## config.mk

```make
export PLATFORM = sky130hd
export DESIGN_NAME = cla_sub_pipe_32_flat
export DESIGN_NICKNAME = d
export VERILOG_FILES = /design/src/rtl/cla_sub_pipe_32_if.sv /design/src/rtl/cla_sub_pipe_32.sv /design/src/flat_wrapper.sv
export SDC_FILE = /design/constraint.sdc
export NUM_CORES = 1
export LEC_CHECK = 0
export ABC_AREA = 1
export BUFFER_PORTS_ARGS = -buffer_cell sky130_fd_sc_hd__clkbuf_2
export CAP_MARGIN = 30
export CORE_MARGIN = 2
export CORE_UTILIZATION = 36
export DETAILED_ROUTE_END_ITERATION = 6
export PLACE_DENSITY = 0.65
export SKIP_CTS_REPAIR_TIMING = 1
export SLEW_MARGIN = 15
export SYNTH_ARGS = -nofsm -noshare
export SYNTH_HDL_FRONTEND = slang
export SYNTH_SLANG_ARGS = --single-unit
export TNS_END_PERCENT = 10
```

## constraint.sdc

```tcl
create_clock -name clk -period 2.5 [get_ports clk]
set_input_delay 0.125 -clock clk [delete_from_list [all_inputs] [get_ports clk]]
set_output_delay 0.125 -clock clk [all_outputs]
set_load 0.01 [all_outputs]
```

## src/rtl/cla_sub_pipe_32_if.sv

```systemverilog
// Operand/result handshake bundle for cla_sub_pipe_32.
// The master side issues operands and consumes results. The slave side is the subtractor.
interface cla_sub_pipe_32_if #(
    parameter int WIDTH = 32
);
    logic             in_valid;
    logic             in_ready;
    logic [WIDTH-1:0] a;
    logic [WIDTH-1:0] b;
    logic             out_valid;
    logic             out_ready;
    logic [WIDTH-1:0] diff;
    logic             borrow;
    logic             ovf;
    logic             zero;

    modport master (
        output in_valid, a, b, out_ready,
        input  in_ready, out_valid, diff, borrow, ovf, zero
    );

    modport slave (
        input  in_valid, a, b, out_ready,
        output in_ready, out_valid, diff, borrow, ovf, zero
    );
endinterface

```

## src/rtl/cla_sub_pipe_32.sv

```systemverilog
// Two-stage pipelined CLA subtractor: diff = a + ~b + 1, low half in S1, high half in S2.
// Define SUB_STATUS_FLAGS_EN to build the ovf/zero status registers; otherwise they read 0.
module cla_sub_pipe_32 #(
    parameter int WIDTH = 32
) (
    input  logic               clk,
    input  logic               rst_n,
    cla_sub_pipe_32_if.slave   bus
);
    // The half width must be a multiple of 4 so that it splits into whole CLA groups.
    localparam int HALF = WIDTH / 2;

    function automatic logic [4:0] cla4(input logic [3:0] x, input logic [3:0] y, input logic cin);
        logic [3:0] g;
        logic [3:0] p;
        logic [4:0] c;
        g    = x & y;
        p    = x ^ y;
        c[0] = cin;
        c[1] = g[0] | (p[0] & c[0]);
        c[2] = g[1] | (p[1] & g[0]) | (p[1] & p[0] & c[0]);
        c[3] = g[2] | (p[2] & g[1]) | (p[2] & p[1] & g[0]) | (p[2] & p[1] & p[0] & c[0]);
        c[4] = g[3] | (p[3] & g[2]) | (p[3] & p[2] & g[1]) | (p[3] & p[2] & p[1] & g[0])
             | (p[3] & p[2] & p[1] & p[0] & c[0]);
        return {c[4], p ^ c[3:0]};
    endfunction

    function automatic logic [HALF:0] cla_half(input logic [HALF-1:0] x, input logic [HALF-1:0] y,
                                               input logic cin);
        logic [HALF-1:0] s;
        logic [4:0]      r;
        logic            c;
        s = '0;
        c = cin;
        for (int i = 0; i < HALF / 4; i++) begin
            r          = cla4(x[4*i +: 4], y[4*i +: 4], c);
            s[4*i +: 4] = r[3:0];
            c          = r[4];
        end
        return {c, s};
    endfunction

    logic            vld_p1, vld_p2;
    logic            in_fire, out_fire, s2_adv;
    logic [HALF-1:0] ah_p1, nbh_p1, lo_p1;
    logic            c_mid_p1;
    logic [HALF:0]   lo_sum, hi_sum;
    logic signed [WIDTH-1:0] diff_nxt;
    logic [WIDTH-1:0] diff_p2;
    logic            borrow_p2;

    assign s2_adv      = vld_p1 && (!vld_p2 || bus.out_ready);
    assign bus.in_ready = !vld_p1 || s2_adv;
    assign in_fire     = bus.in_valid && bus.in_ready;
    assign out_fire    = vld_p2 && bus.out_ready;

    assign lo_sum   = cla_half(bus.a[HALF-1:0], ~bus.b[HALF-1:0], 1'b1);
    assign hi_sum   = cla_half(ah_p1, nbh_p1, c_mid_p1);
    assign diff_nxt = {hi_sum[HALF-1:0], lo_p1};

    always_ff @(posedge clk or negedge rst_n) begin
        if (!rst_n) begin
            vld_p1 <= 1'b0;
            vld_p2 <= 1'b0;
        end else begin
            if (in_fire)     vld_p1 <= 1'b1;
            else if (s2_adv) vld_p1 <= 1'b0;
            if (s2_adv)        vld_p2 <= 1'b1;
            else if (out_fire) vld_p2 <= 1'b0;
        end
    end

    // ---- stage 1: low-half sum and the high-half operands ----
    always_ff @(posedge clk) begin
        if (in_fire) begin
            ah_p1    <= bus.a[WIDTH-1:HALF];
            nbh_p1   <= ~bus.b[WIDTH-1:HALF];
            lo_p1    <= lo_sum[HALF-1:0];
            c_mid_p1 <= lo_sum[HALF];
        end
    end

    // ---- stage 2: high-half sum and the result registers ----
    always_ff @(posedge clk or negedge rst_n) begin
        if (!rst_n) begin
            diff_p2   <= '0;
            borrow_p2 <= 1'b0;
        end else if (s2_adv) begin
            diff_p2   <= diff_nxt;
            borrow_p2 <= ~hi_sum[HALF];
        end
    end

    assign bus.out_valid = vld_p2;
    assign bus.diff      = diff_p2;
    assign bus.borrow    = borrow_p2;

`ifdef SUB_STATUS_FLAGS_EN
    logic ovf_p2, zero_p2;

    // Matching sign bits of a and ~b mean that a and b have opposite signs.
    always_ff @(posedge clk or negedge rst_n) begin
        if (!rst_n) begin
            ovf_p2  <= 1'b0;
            zero_p2 <= 1'b0;
        end else if (s2_adv) begin
            ovf_p2  <= (ah_p1[HALF-1] == nbh_p1[HALF-1]) && (diff_nxt[WIDTH-1] != ah_p1[HALF-1]);
            zero_p2 <= ~|diff_nxt;
        end
    end

    assign bus.ovf  = ovf_p2;
    assign bus.zero = zero_p2;
`else
    assign bus.ovf  = 1'b0;
    assign bus.zero = 1'b0;
`endif
endmodule

```

## src/flat_wrapper.sv

```systemverilog
// flat-port wrapper written by rule: the top's interface ports become plain ports
module cla_sub_pipe_32_flat 
#(
    parameter int WIDTH = 32
)
  (clk, rst_n, bus_in_valid, bus_a, bus_b, bus_out_ready, bus_in_ready, bus_out_valid, bus_diff, bus_borrow, bus_ovf, bus_zero);
  cla_sub_pipe_32_if #(.WIDTH(WIDTH)) bus_i ();
  input  logic clk;
  input  logic rst_n;
  input wire logic [$bits(bus_i.in_valid)-1:0] bus_in_valid;
  input wire logic [$bits(bus_i.a)-1:0] bus_a;
  input wire logic [$bits(bus_i.b)-1:0] bus_b;
  input wire logic [$bits(bus_i.out_ready)-1:0] bus_out_ready;
  output wire logic [$bits(bus_i.in_ready)-1:0] bus_in_ready;
  output wire logic [$bits(bus_i.out_valid)-1:0] bus_out_valid;
  output wire logic [$bits(bus_i.diff)-1:0] bus_diff;
  output wire logic [$bits(bus_i.borrow)-1:0] bus_borrow;
  output wire logic [$bits(bus_i.ovf)-1:0] bus_ovf;
  output wire logic [$bits(bus_i.zero)-1:0] bus_zero;
  assign bus_i.in_valid = bus_in_valid;
  assign bus_i.a = bus_a;
  assign bus_i.b = bus_b;
  assign bus_i.out_ready = bus_out_ready;
  assign bus_in_ready = bus_i.in_ready;
  assign bus_out_valid = bus_i.out_valid;
  assign bus_diff = bus_i.diff;
  assign bus_borrow = bus_i.borrow;
  assign bus_ovf = bus_i.ovf;
  assign bus_zero = bus_i.zero;
  cla_sub_pipe_32 #(.WIDTH(WIDTH)) u_core (.clk(clk), .rst_n(rst_n), .bus(bus_i));
endmodule
```

==> flow_summary.json <==
{
  "synth_flop_cell": "edfxtp_1",
  "first_pass_iters": 4,
  "synth_edf_count": 49,
  "cts_sinks": 84,
  "clk_pin_slew_ns": 0.06,
  "cts_tree": "yes",
  "n_fill_cell": 1097,
  "yosysSeqAreaShare_pct": 54.3,
  "vias": 3162,
  "routedWlPerCell_um": 12.0,
  "min_path_type": "primary input to register",
  "grt_overflow": 0,
  "drt_wl_total_um": 8460,
  "cp.arrival_ns": 2.35,
  "htreeDepth": 3,
  "met2_usage_pct": 24.8,
  "grt_usage_pct": 13.7,
  "pwr-share-seq_pct": 42.9,
  "fin_util_pct": 46.6,
  "p_leak_nw": 2.86,
  "diodes": 0,
  "worstMarginPinSlew_ns": 0.503,
  "cts_inserted_buffers": 9,
  "path_cells": "ha_1 > inv_1 > nand2_2 > nand3_1 > nand2_2 > nand2_2 > nand2_4 > nand2_4 > nand2_4 > fa_1 > xnor2_1 > o21ai_0",
  "route.detailed.drc": 0,
  "initial_core_util_pct": 36.4,
  "power_frac_clock_pct": 33.4,
  "use_met3_pct": 3.72,
  "grt_pass1_wl_um": 13900,
  "drive_above_1_share_pct": 24.4,
  "die_w_um": 114,
  "top_usage_layer": "met2",
  "worst_path_largest_cell_delay_ns": 0.43,
  "ios": 105,
  "intPower_w": 0.00318,
  "design_area_sq_um": 5530,
  "dpl-instance-area_sq_um": 5000,
  "pwr_density_cell_nw_per_um2": 805,
  "die_y_um": 114,
  "fin_crit_sh_pct": 85.8,
  "antenna_found_initial": 0,
  "p_sw_w": 0.00127,
  "fmax_mhz": 466,
  "drv_slew": 0,
  "rows": 40,
  "hold_viol_final": 0,
  "outcome": "finished, final reports clean",
  "gp_congestion": 0.834,
  "min_period_ns": 2.14,
  "grt_max_degree": 43,
  "netlist_instances": 426,
  "crit_family": "adder cells",
  "peakVddDrop_mv": 0.290,
  "rsz0062_at_grt": "no",
  "endpoint_kind": "register",
  "ant_nets": 0,
  "syn_area_per_cell_sq_um": 10.1,
  "cp.required_ns": 2.70,
  "core-area_sq_um": 11900,
  "cp_num_buf_inv": 1,
  "area_delta_synth_final_pct": 28.1,
  "post_synth_num_cell_types": 32,
  "viasPerCell": 4.49,
  "setup_viol": 0,
  "yosysWarnings": 0,
  "insertion_delay_ns": 0.33,
  "ys_ff_latch": 84,
  "crit_path_top_delay_cell": "fa_1",
  "startpoint_type": "register",
  "dpl.hpwl_um": 6260,
  "p_comb_share_pct": 23.7,
  "dieArea_sq_um": 12900,
  "slew_headroom_pct": 66.4,
  "setup_tns_ns": 0,
  "p_sw_share_pct": 28.5,
  "use_met1_pct": 15.5,
  "drt_iter0_markers": 183,
  "port_buffers": 102,
  "cts.path.max_buffers": 2,
  "syn_area_sq_um": 4320,
  "ctsRootBufferMaster": "clkbuf_16",
  "cap_violations": 0,
  "final_cell_count_no_fill": 705,
  "worstPathMaxFanout": 4,
  "async_flop_share_pct": 41.7,
  "nNetsFinal": 661,
  "placedCellCount": 671,
  "fin_worst_skew_ns": 0.00548,
  "path_class": "register to register",
  "grt_pass1_vias": 3123
}
-- state kept, by name (all words and copies together), names as in the netlist --
name,cells
u_core.ah_p1,16
u_core.bus.borrow,1
u_core.bus.diff,32
u_core.bus.out_valid,1
u_core.c_mid_p1,1
u_core.lo_p1,16
u_core.nbh_p1,16
u_core.vld_p1,1
-- synthesized netlist by cell type, types with 7 or more instances --
cell type / count / share of area, %
nand2_1: 117 / 10
inv_1: 70 / 6.1
edfxtp_1: 49 / 34
dfrtp_1: 35 / 20
ha_1: 33 / 9.6
nand3_1: 22 / 2.5
a21oi_1: 16 / 1.9
nor2_1: 11 / 0.96
o21ai_0: 11 / 1.3
xnor2_1: 10 / 2.0
fa_1: 7 / 3.2
-- per-layer routing --
layer	part of all wire, %	routed length, um	up-vias
met4	1.4	119	0
met2	52	4400	75
met1	42	3550	1454
li1	-	-	1621
met3	4.6	392	12
met5	0	0	-
-- worst paths after layout --
kind / from / end / slack (ns) / cells after the start
min in group asynchronous: rst_n / u_core.bus.diff[16] / 0.30 / 2
min: bus_b[26] / u_core.nbh_p1[10] / 0.008 / 2
max: u_core.nbh_p1[1] / u_core.bus.diff[29] / 0.36 / 12
max reg2reg: u_core.nbh_p1[1] / u_core.bus.diff[29] / 0.36 / 12
min reg2reg: u_core.lo_p1[11] / u_core.bus.diff[11] / 0.44 / 2
max in group asynchronous: rst_n / u_core.bus.diff[4] / 1.73 / 3
-- power by group through the flow --
stage          Combinational (W)  Sequential [W]  Clock [W]
6_report                 0.00106         0.00191    0.00149
5_1_grt                  0.00120         0.00194    0.00158
3_5_place_dp             0.00104         0.00193          0
2_1_floorplan           0.000558         0.00200          0
4_1_cts                  0.00105         0.00191    0.00153
3_3_place_gp             0.00102         0.00193          0
-- placed cells by master, fill, tap and decap left out, drive strengths merged, types with 2 or more instances in the layout --
cell type    netlist  layout
dfrtp             35      35
a21o               3       3
nand2            126     126
buf                4       4
clkbuf             4     113
dlygate4sd3        0      17
a21oi             18      18
nand4              3       3
clkinv             0       2
nand3             23      23
fa                 7       7
nor3               2       2
edfxtp            49      49
ha                33      33
a31oi              3       3
xnor2             10      10
o21bai             2       2
bufinv             0       3
nor2              13      13
xor2               6       6
conb               1       2
inv               70      70
o21ai             11      11
-- final cells by class --
class / count / area [sq um] / area share (%)
clock inverter: 5 / 100 / 1.81
clock buffer: 11 / 233 / 4.21
timing repair buffer: 123 / 743 / 13.4
inverter: 70 / 263 / 4.75
multi-input combinational: 265 / 1660 / 30.1
tap: 147 / 184 / 3.32
sequential: 84 / 2350 / 42.4
-- through the flow --
stage / worst slack (ns) / hold slack [ns] / total power [W]
2_1_floorplan: 0.458 / -0.171 / 0.00256
3_3_place_gp: 0.411 / 0.303 / 0.00295
3_5_place_dp: 0.359 / 0.305 / 0.00298
4_1_cts: 0.327 / -0.0465 / 0.00449
5_1_grt: 0.227 / 0.00492 / 0.00473
6_report: 0.356 / 0.00813 / 0.00445
-- worst register-to-register path, delay by kind of cell, from the launching register on --
kind	cells	cell delay, ns
xor gates and xnor gates	1	0.15
and+or+nand+nor	7	0.57
buffers and inverters	1	0.08
adders and majority gates	2	0.77
DFF	1	0.37
AOI/OAI and AO/OA	1	0.08
-- cells by family (layout without fill, tap and decap cells) --
| logic type | Yosys count | after routing | synth area share [%] |
|---|---|---|---|
| simple gates | 168 | 168 | 16.9 |
| buf+inv | 78 | 209 | 7.24 |
| flops | 84 | 84 | 54.3 |
| fa+ha+maj | 40 | 40 | 12.8 |
| xor+xnor | 16 | 16 | 3.24 |
| compound gates | 39 | 39 | 5.36 |
| other cells | 1 | 2 | 0.0868 |
No activity file was read; power rests on OpenSTA's default activity.
